File: src/rtl/button_repeat_conditioner_pkg.sv
// Shared constants for button-driven blocks: FSM state encodings and the
// default timing values used by the debounce / auto-repeat conditioner.
package button_repeat_conditioner_pkg;

    // Default timing, in clk cycles.
    localparam int DEF_DEBOUNCE_CYCLES = 500000;
    localparam int DEF_HOLD_CYCLES     = 25000000;
    localparam int DEF_REPEAT_CYCLES   = 10000000;
    localparam int DEF_CNT_W           = 25;

    // FSM state encodings, kept as plain constants so legacy blocks can reuse them.
    localparam int STATE_W = 3;
    localparam logic [STATE_W-1:0] ST_IDLE       = 3'd0;
    localparam logic [STATE_W-1:0] ST_PRESS_DB   = 3'd1;
    localparam logic [STATE_W-1:0] ST_HOLD       = 3'd2;
    localparam logic [STATE_W-1:0] ST_REPEAT     = 3'd3;
    localparam logic [STATE_W-1:0] ST_RELEASE_DB = 3'd4;

endpackage

File: src/rtl/sync_2ff.sv
// Two-flop synchronizer bringing an asynchronous level into the clk domain.
module sync_2ff (
    input  logic clk,
    input  logic rst,
    input  logic d,
    output logic q
);

    logic meta_q;

    // Shift the raw level through two flops; both clear on reset.
    // NOTE: clocked state uses non-blocking assignments so every flop samples
    // the pre-edge value of its neighbour, giving a true two-stage shift.
    always_ff @(posedge clk or negedge rst) begin
        if (!rst) begin
            meta_q <= 1'b0;
            q      <= 1'b0;
        end else begin
            meta_q <= d;
            q      <= meta_q;
        end
    end

endmodule

File: src/rtl/button_repeat_conditioner.sv
// Push-button conditioner: synchronizes and debounces a raw button, emits a
// one-cycle pulse on each accepted press, and auto-repeats the pulse while
// the button is held. All outputs come straight from flops.
module button_repeat_conditioner
    import button_repeat_conditioner_pkg::*;
#(
    parameter int DEBOUNCE_CYCLES = DEF_DEBOUNCE_CYCLES,
    parameter int HOLD_CYCLES     = DEF_HOLD_CYCLES,
    parameter int REPEAT_CYCLES   = DEF_REPEAT_CYCLES,
    parameter int CNT_W           = DEF_CNT_W
) (
    input  logic clk,
    input  logic rst,
    input  logic button,
    input  logic repeat_en,
    output logic clean,
    output logic pulse,
    output logic repeating
);

    // Terminal counts of the shared timer, one per timed phase.
    localparam logic [CNT_W-1:0] DB_LAST   = CNT_W'(DEBOUNCE_CYCLES - 1);
    localparam logic [CNT_W-1:0] HOLD_LAST = CNT_W'(HOLD_CYCLES - 1);
    localparam logic [CNT_W-1:0] REP_LAST  = CNT_W'(REPEAT_CYCLES - 1);
    localparam logic [CNT_W-1:0] CNT_ONE   = CNT_W'(1);

    logic               btn_s;
    logic [STATE_W-1:0] state_q,     state_d;
    logic [CNT_W-1:0]   cnt_q,       cnt_d;
    logic               clean_q,     clean_d;
    logic               pulse_q,     pulse_d;
    logic               repeating_q, repeating_d;

    sync_2ff u_sync (
        .clk (clk),
        .rst (rst),
        .d   (button),
        .q   (btn_s)
    );

    // Next-state, timer and registered-output decode for the press/hold/repeat FSM.
    // NOTE: every variable gets a default before the case so no path leaves
    // one unassigned, which would otherwise infer a latch.
    always_comb begin
        state_d     = state_q;
        cnt_d       = cnt_q;
        clean_d     = clean_q;
        pulse_d     = 1'b0;
        repeating_d = repeating_q;

        case (state_q)
            ST_IDLE: begin
                clean_d     = 1'b0;
                repeating_d = 1'b0;
                if (btn_s) begin
                    state_d = ST_PRESS_DB;
                    cnt_d   = '0;
                end
            end

            ST_PRESS_DB: begin
                if (!btn_s) begin
                    // Bounce: drop back without ever asserting clean or pulse.
                    state_d = ST_IDLE;
                    cnt_d   = '0;
                end else if (cnt_q == DB_LAST) begin
                    state_d = ST_HOLD;
                    cnt_d   = '0;
                    clean_d = 1'b1;
                    pulse_d = 1'b1;
                end else begin
                    cnt_d = cnt_q + CNT_ONE;
                end
            end

            ST_HOLD: begin
                repeating_d = 1'b0;
                if (!btn_s) begin
                    state_d = ST_RELEASE_DB;
                    cnt_d   = '0;
                end else if (cnt_q == HOLD_LAST) begin
                    // Timer parks here until repeat is enabled.
                    if (repeat_en) begin
                        state_d     = ST_REPEAT;
                        cnt_d       = '0;
                        pulse_d     = 1'b1;
                        repeating_d = 1'b1;
                    end
                end else begin
                    cnt_d = cnt_q + CNT_ONE;
                end
            end

            ST_REPEAT: begin
                if (!btn_s) begin
                    state_d     = ST_RELEASE_DB;
                    cnt_d       = '0;
                    repeating_d = 1'b0;
                end else if (!repeat_en) begin
                    // Park in HOLD with the timer already expired: no more pulses
                    // until repeat is re-enabled.
                    state_d     = ST_HOLD;
                    cnt_d       = HOLD_LAST;
                    repeating_d = 1'b0;
                end else if (cnt_q == REP_LAST) begin
                    cnt_d   = '0;
                    pulse_d = 1'b1;
                end else begin
                    cnt_d = cnt_q + CNT_ONE;
                end
            end

            ST_RELEASE_DB: begin
                clean_d = 1'b1;
                if (btn_s) begin
                    // Release bounce: treat as still held, restart the hold timer.
                    state_d = ST_HOLD;
                    cnt_d   = '0;
                end else if (cnt_q == DB_LAST) begin
                    state_d = ST_IDLE;
                    cnt_d   = '0;
                    clean_d = 1'b0;
                end else begin
                    cnt_d = cnt_q + CNT_ONE;
                end
            end

            default: begin
                state_d     = ST_IDLE;
                cnt_d       = '0;
                clean_d     = 1'b0;
                repeating_d = 1'b0;
            end
        endcase
    end

    // State, timer and output registers; reset forces everything idle at once.
    always_ff @(posedge clk or negedge rst) begin
        if (!rst) begin
            state_q     <= ST_IDLE;
            cnt_q       <= '0;
            clean_q     <= 1'b0;
            pulse_q     <= 1'b0;
            repeating_q <= 1'b0;
        end else begin
            state_q     <= state_d;
            cnt_q       <= cnt_d;
            clean_q     <= clean_d;
            pulse_q     <= pulse_d;
            repeating_q <= repeating_d;
        end
    end

    assign clean     = clean_q;
    assign pulse     = pulse_q;
    assign repeating = repeating_q;

endmodule

File: config.mk
export PLATFORM = sky130hd
export DESIGN_NAME = button_repeat_conditioner
export DESIGN_NICKNAME = d
export VERILOG_FILES = /design/src/rtl/button_repeat_conditioner_pkg.sv /design/src/rtl/sync_2ff.sv /design/src/rtl/button_repeat_conditioner.sv
export SDC_FILE = /design/constraint.sdc
export NUM_CORES = 1
export LEC_CHECK = 0
export ABC_AREA = 1
export CAP_MARGIN = 40
export CORE_ASPECT_RATIO = 0.75
export CORE_MARGIN = 4
export CORE_UTILIZATION = 36
export DETAILED_ROUTE_END_ITERATION = 8
export DONT_BUFFER_PORTS = 1
export GPL_ROUTABILITY_DRIVEN = 0
export GPL_TIMING_DRIVEN = 1
export SYNTH_ARGS = -nofsm -noshare
export SYNTH_HDL_FRONTEND = slang
export SYNTH_SLANG_ARGS = --single-unit
File: constraint.sdc
create_clock -name clk -period 2 [get_ports clk]
set_input_delay 0.6 -clock clk [delete_from_list [all_inputs] [get_ports clk]]
set_output_delay 0.6 -clock clk [all_outputs]
set_load 0.02 [all_outputs]
==> summary.txt <==
Floorplan
  • Cell row count: 26
  • Die height: 81.2 um
  • Full die area: 0.00858 mm^2
  • Initial Util: 37.5%
  • Core outline area: 0.00686 mm^2
  • # IOs: 7
  • Die X: 106 um

Yosys
  • Async SR Flop Fraction: 100%
  • Synthesized instance count: 406
  • Seq/Total Area, Yosys: 32.1%
  • Ys flop type: dfrtp_1
  • Dominant cell type by area after synthesis: dfrtp_1
  • Synth top area cells: dfrtp_1, nand2_1, nand3_1
  • Synthesized area: 0.00257 mm^2
  • Cell variety after synth: 29
  • Number of enable flip-flop cells after synthesis: 0
  • Syn Area/Cell: 6.34 um^2
  • YS warnings: 0
  • Post-synth top area share: 32.1%
  • Synthesis-stage register bit count: 33
  • Net Count, Synth: 411

CTS
  • Worst-Skew Late Latency: 290 ps
  • H-tree depth: 2
  • CTS buffer count: 5
  • Clk root buf: clkbuf_8
  • Clock-pin slew on the worst setup and hold paths: 80 ps
  • CTS tree: done
  • Longest Clk Path Bufs: 2
  • CTS sink cnt: 33

Detailed routing
  • WL/cell: 14.2 um
  • Routed Antenna Nets: 0
  • First DRT Iteration DRCs: 299
  • Via count: 2660
  • Post-route DRC: 0
  • Via density per instance: 5.17
  • DRT Wirelength: 7.30 mm
  • Total iterations of the first detailed-routing run: 5

Critical path
  • Max Fanout on Critical Path: 6
  • Register-to-Register Setup Slack: 150 ps
  • Worst Path Required: 2170 ps
  • R2r startpoint: cnt_q[20]
  • Crit path kind: flip-flop to flip-flop
  • Top delay family on crit path: simple AND/OR/NAND/NOR gates
  • Critical path depth: 12
  • Crit end category: flip-flop
  • Critical Path Sink: cnt_q[17]
  • CP bufs+invs: 2
  • Startpoint types: flip-flop
  • R2R cell count: 12
  • Crit path largest cell delay: 440 ps
  • Crit path from: cnt_q[20]
  • Worst path slowest cell: dfrtp_1
  • Worst-path cell chain: inv_1 -> nand2_1 -> nor2_1 -> nand2_1 -> nor2_2 -> nand2_4 -> nand2_4 -> nand2_2 -> clkinv_4 -> nand3_1 -> nor2_2 -> nor2_1
  • Reg-to-reg endpoint: cnt_q[17]
  • Crit path arrival time: 2010 ps

Timing
  • Fin crit share: 92.3%
  • Final Slew Violations: 0
  • Total negative slack: 0 ps
  • Max Freq: 542 MHz
  • Final setup margin: 154 ps
  • # setup viols final: 0
  • RSZ-0062 raised after global routing: no
  • Max_slew headroom: 77.8%
  • Min Tclk post-route: 1850 ps
  • Worst-Margin Slew: 332 ps
  • Final clock skew: 13.1 ps
  • Final Hold Fails: 0

Global routing
  • Initial antenna violation count: 0
  • All-Layer GR Usage: 17.7%
  • Vias in the first global route: 2373
  • Pin count of the biggest net entering global routing: 27
  • First-pass GRT wire length: 12.0 mm
  • Congestion Overflow GR: 0

Flow run
  • Max-cap viol count: 0

Final layout
  • N_diodes: 0
  • Fill cells: 715
  • FF/Latch Area: 827 um^2
  • Share of layout cells above drive strength 1: 9.59%
  • Synth-to-layout area growth: 11.4%
  • Multi-input logic area: 0.00152 mm^2
  • Final core utilization: 41.8%
  • # nets final: 422

Placement
  • I/O Buffers: 0
  • Post-place setup slack: 8.03 ps
  • Hpwl dp: 5.34 mm

Pwr
  • PwrDens: 762 mW/mm^2
  • Worst ir drop on vdd: 0.325 mV
  • Pleak: 1.40 nW

Outcome
  • Outcome: finished clean

Hold path
  • Worst min-delay path class: input pin to async pin
==> metal layers <==
metal / GRT usage [%] / part of all wire [%]
met4: 4.92 / 0.79
met5: 0 / 0
met3: 4.13 / 8.6
met1: 26.7 / 50
met2: 24.9 / 40
==> timing repair <==
item | in CTS | in global routing
gates resized for setup | 0 | 9
setup buffers | 0 | 0
hold buffers | 1 | 1
hold endpoints to repair | 26 | 7
endpoints found under the setup margin | 0 | 23
==> per-stage QoR <==
step / power [mW] / instance area [um^2] / hold WS, ps / instances
after floorplan: 1.43 / 2570 / 304 / 406
after global placement: 1.58 / 2710 / 305 / 505
after detailed placement: 1.57 / 2710 / 305 / 505
after CTS: 2.12 / 2820 / 0.650 / 513
after global routing: 2.34 / 2870 / 116 / 515
final: 2.18 / 2870 / 115 / 515
==> sequential cells by signal, summed over array words and instances (netlist names) <==
signal and count:
clean 1, cnt_q 25, pulse 1, repeating 1
state_q 3, u_sync.meta_q 1, u_sync.q 1
==> power by group <==
part | total [mW] | internal, mW | leakage, nW | switching (mW)
Clock | 0.524 | 0.273 | 0.0443 | 0.251
Combinational | 0.765 | 0.232 | 0.906 | 0.533
Sequential | 0.895 | 0.762 | 0.447 | 0.134
==> synth_stat cells, types with 2 or more instances <==
master / count
nand4_1: 25
buf_6: 3
a21oi_1: 3
clkbuf_1: 4
nand2_1: 129
nand2_2: 7
nor3_1: 11
buf_2: 2
nor2_2: 2
nand3_1: 44
xor2_1: 12
nor2_1: 53
and2_1: 2
o21ai_0: 10
dfrtp_1: 33
nand2_4: 2
nor2_4: 2
inv_1: 51
==> cells by family after synthesis <==
family | Yosys count | share of synthesized area, %
fa+ha+maj | 1 | 0.486
flops | 33 | 32.1
xor+xnor | 13 | 4.43
simple gates | 280 | 49.1
compound gates | 17 | 3.70
buf+inv | 62 | 10.2
==> worst register-to-register path: stages, from the launching register on <==
cell and delay [ps]:
dfrtp_1 440, inv_1 200, nand2_1 80, nor2_1 100, nand2_1 70, nor2_2 160, nand2_4 100, nand2_4 80
nand2_2 60, clkinv_4 90, nand3_1 140, nor2_2 160, nor2_1 60
==> layout make-up <==
cell class                 count  area share, %
clock buffer                   7           3.01
inverter                      53           7.29
multi-input combinational    312           52.9
sequential                    33           28.9
tap                           98           4.28
timing repair buffer          12           3.67
==> placed cells by master (no fill, tap or decap), drive strengths merged <==
cell type / instances
xnor2: 1
nand3: 46
dlygate4sd3: 1
and2: 2
nor3: 12
clkbuf: 7
o22ai: 1
buf: 11
nand4: 25
o21ai: 10
xor2: 12
nor2: 57
dfrtp: 33
ha: 1
o21a: 1
o221ai: 1
clkinv: 1
a21oi: 3
o31ai: 1
inv: 52
nor4: 1
nand2: 138
==> worst min-delay path by stage <==
stage	from	end	slack, ps	depth (start not counted)
floorplan	rst	clean	300	0
global placement	rst	clean	310	0
detailed placement	rst	pulse	310	0
CTS	rst	cnt_q[16]	0.6	0
global route	rst	pulse	120	1
finish	rst	pulse	120	1
Note: power is estimated with default switching activity, not from simulation.
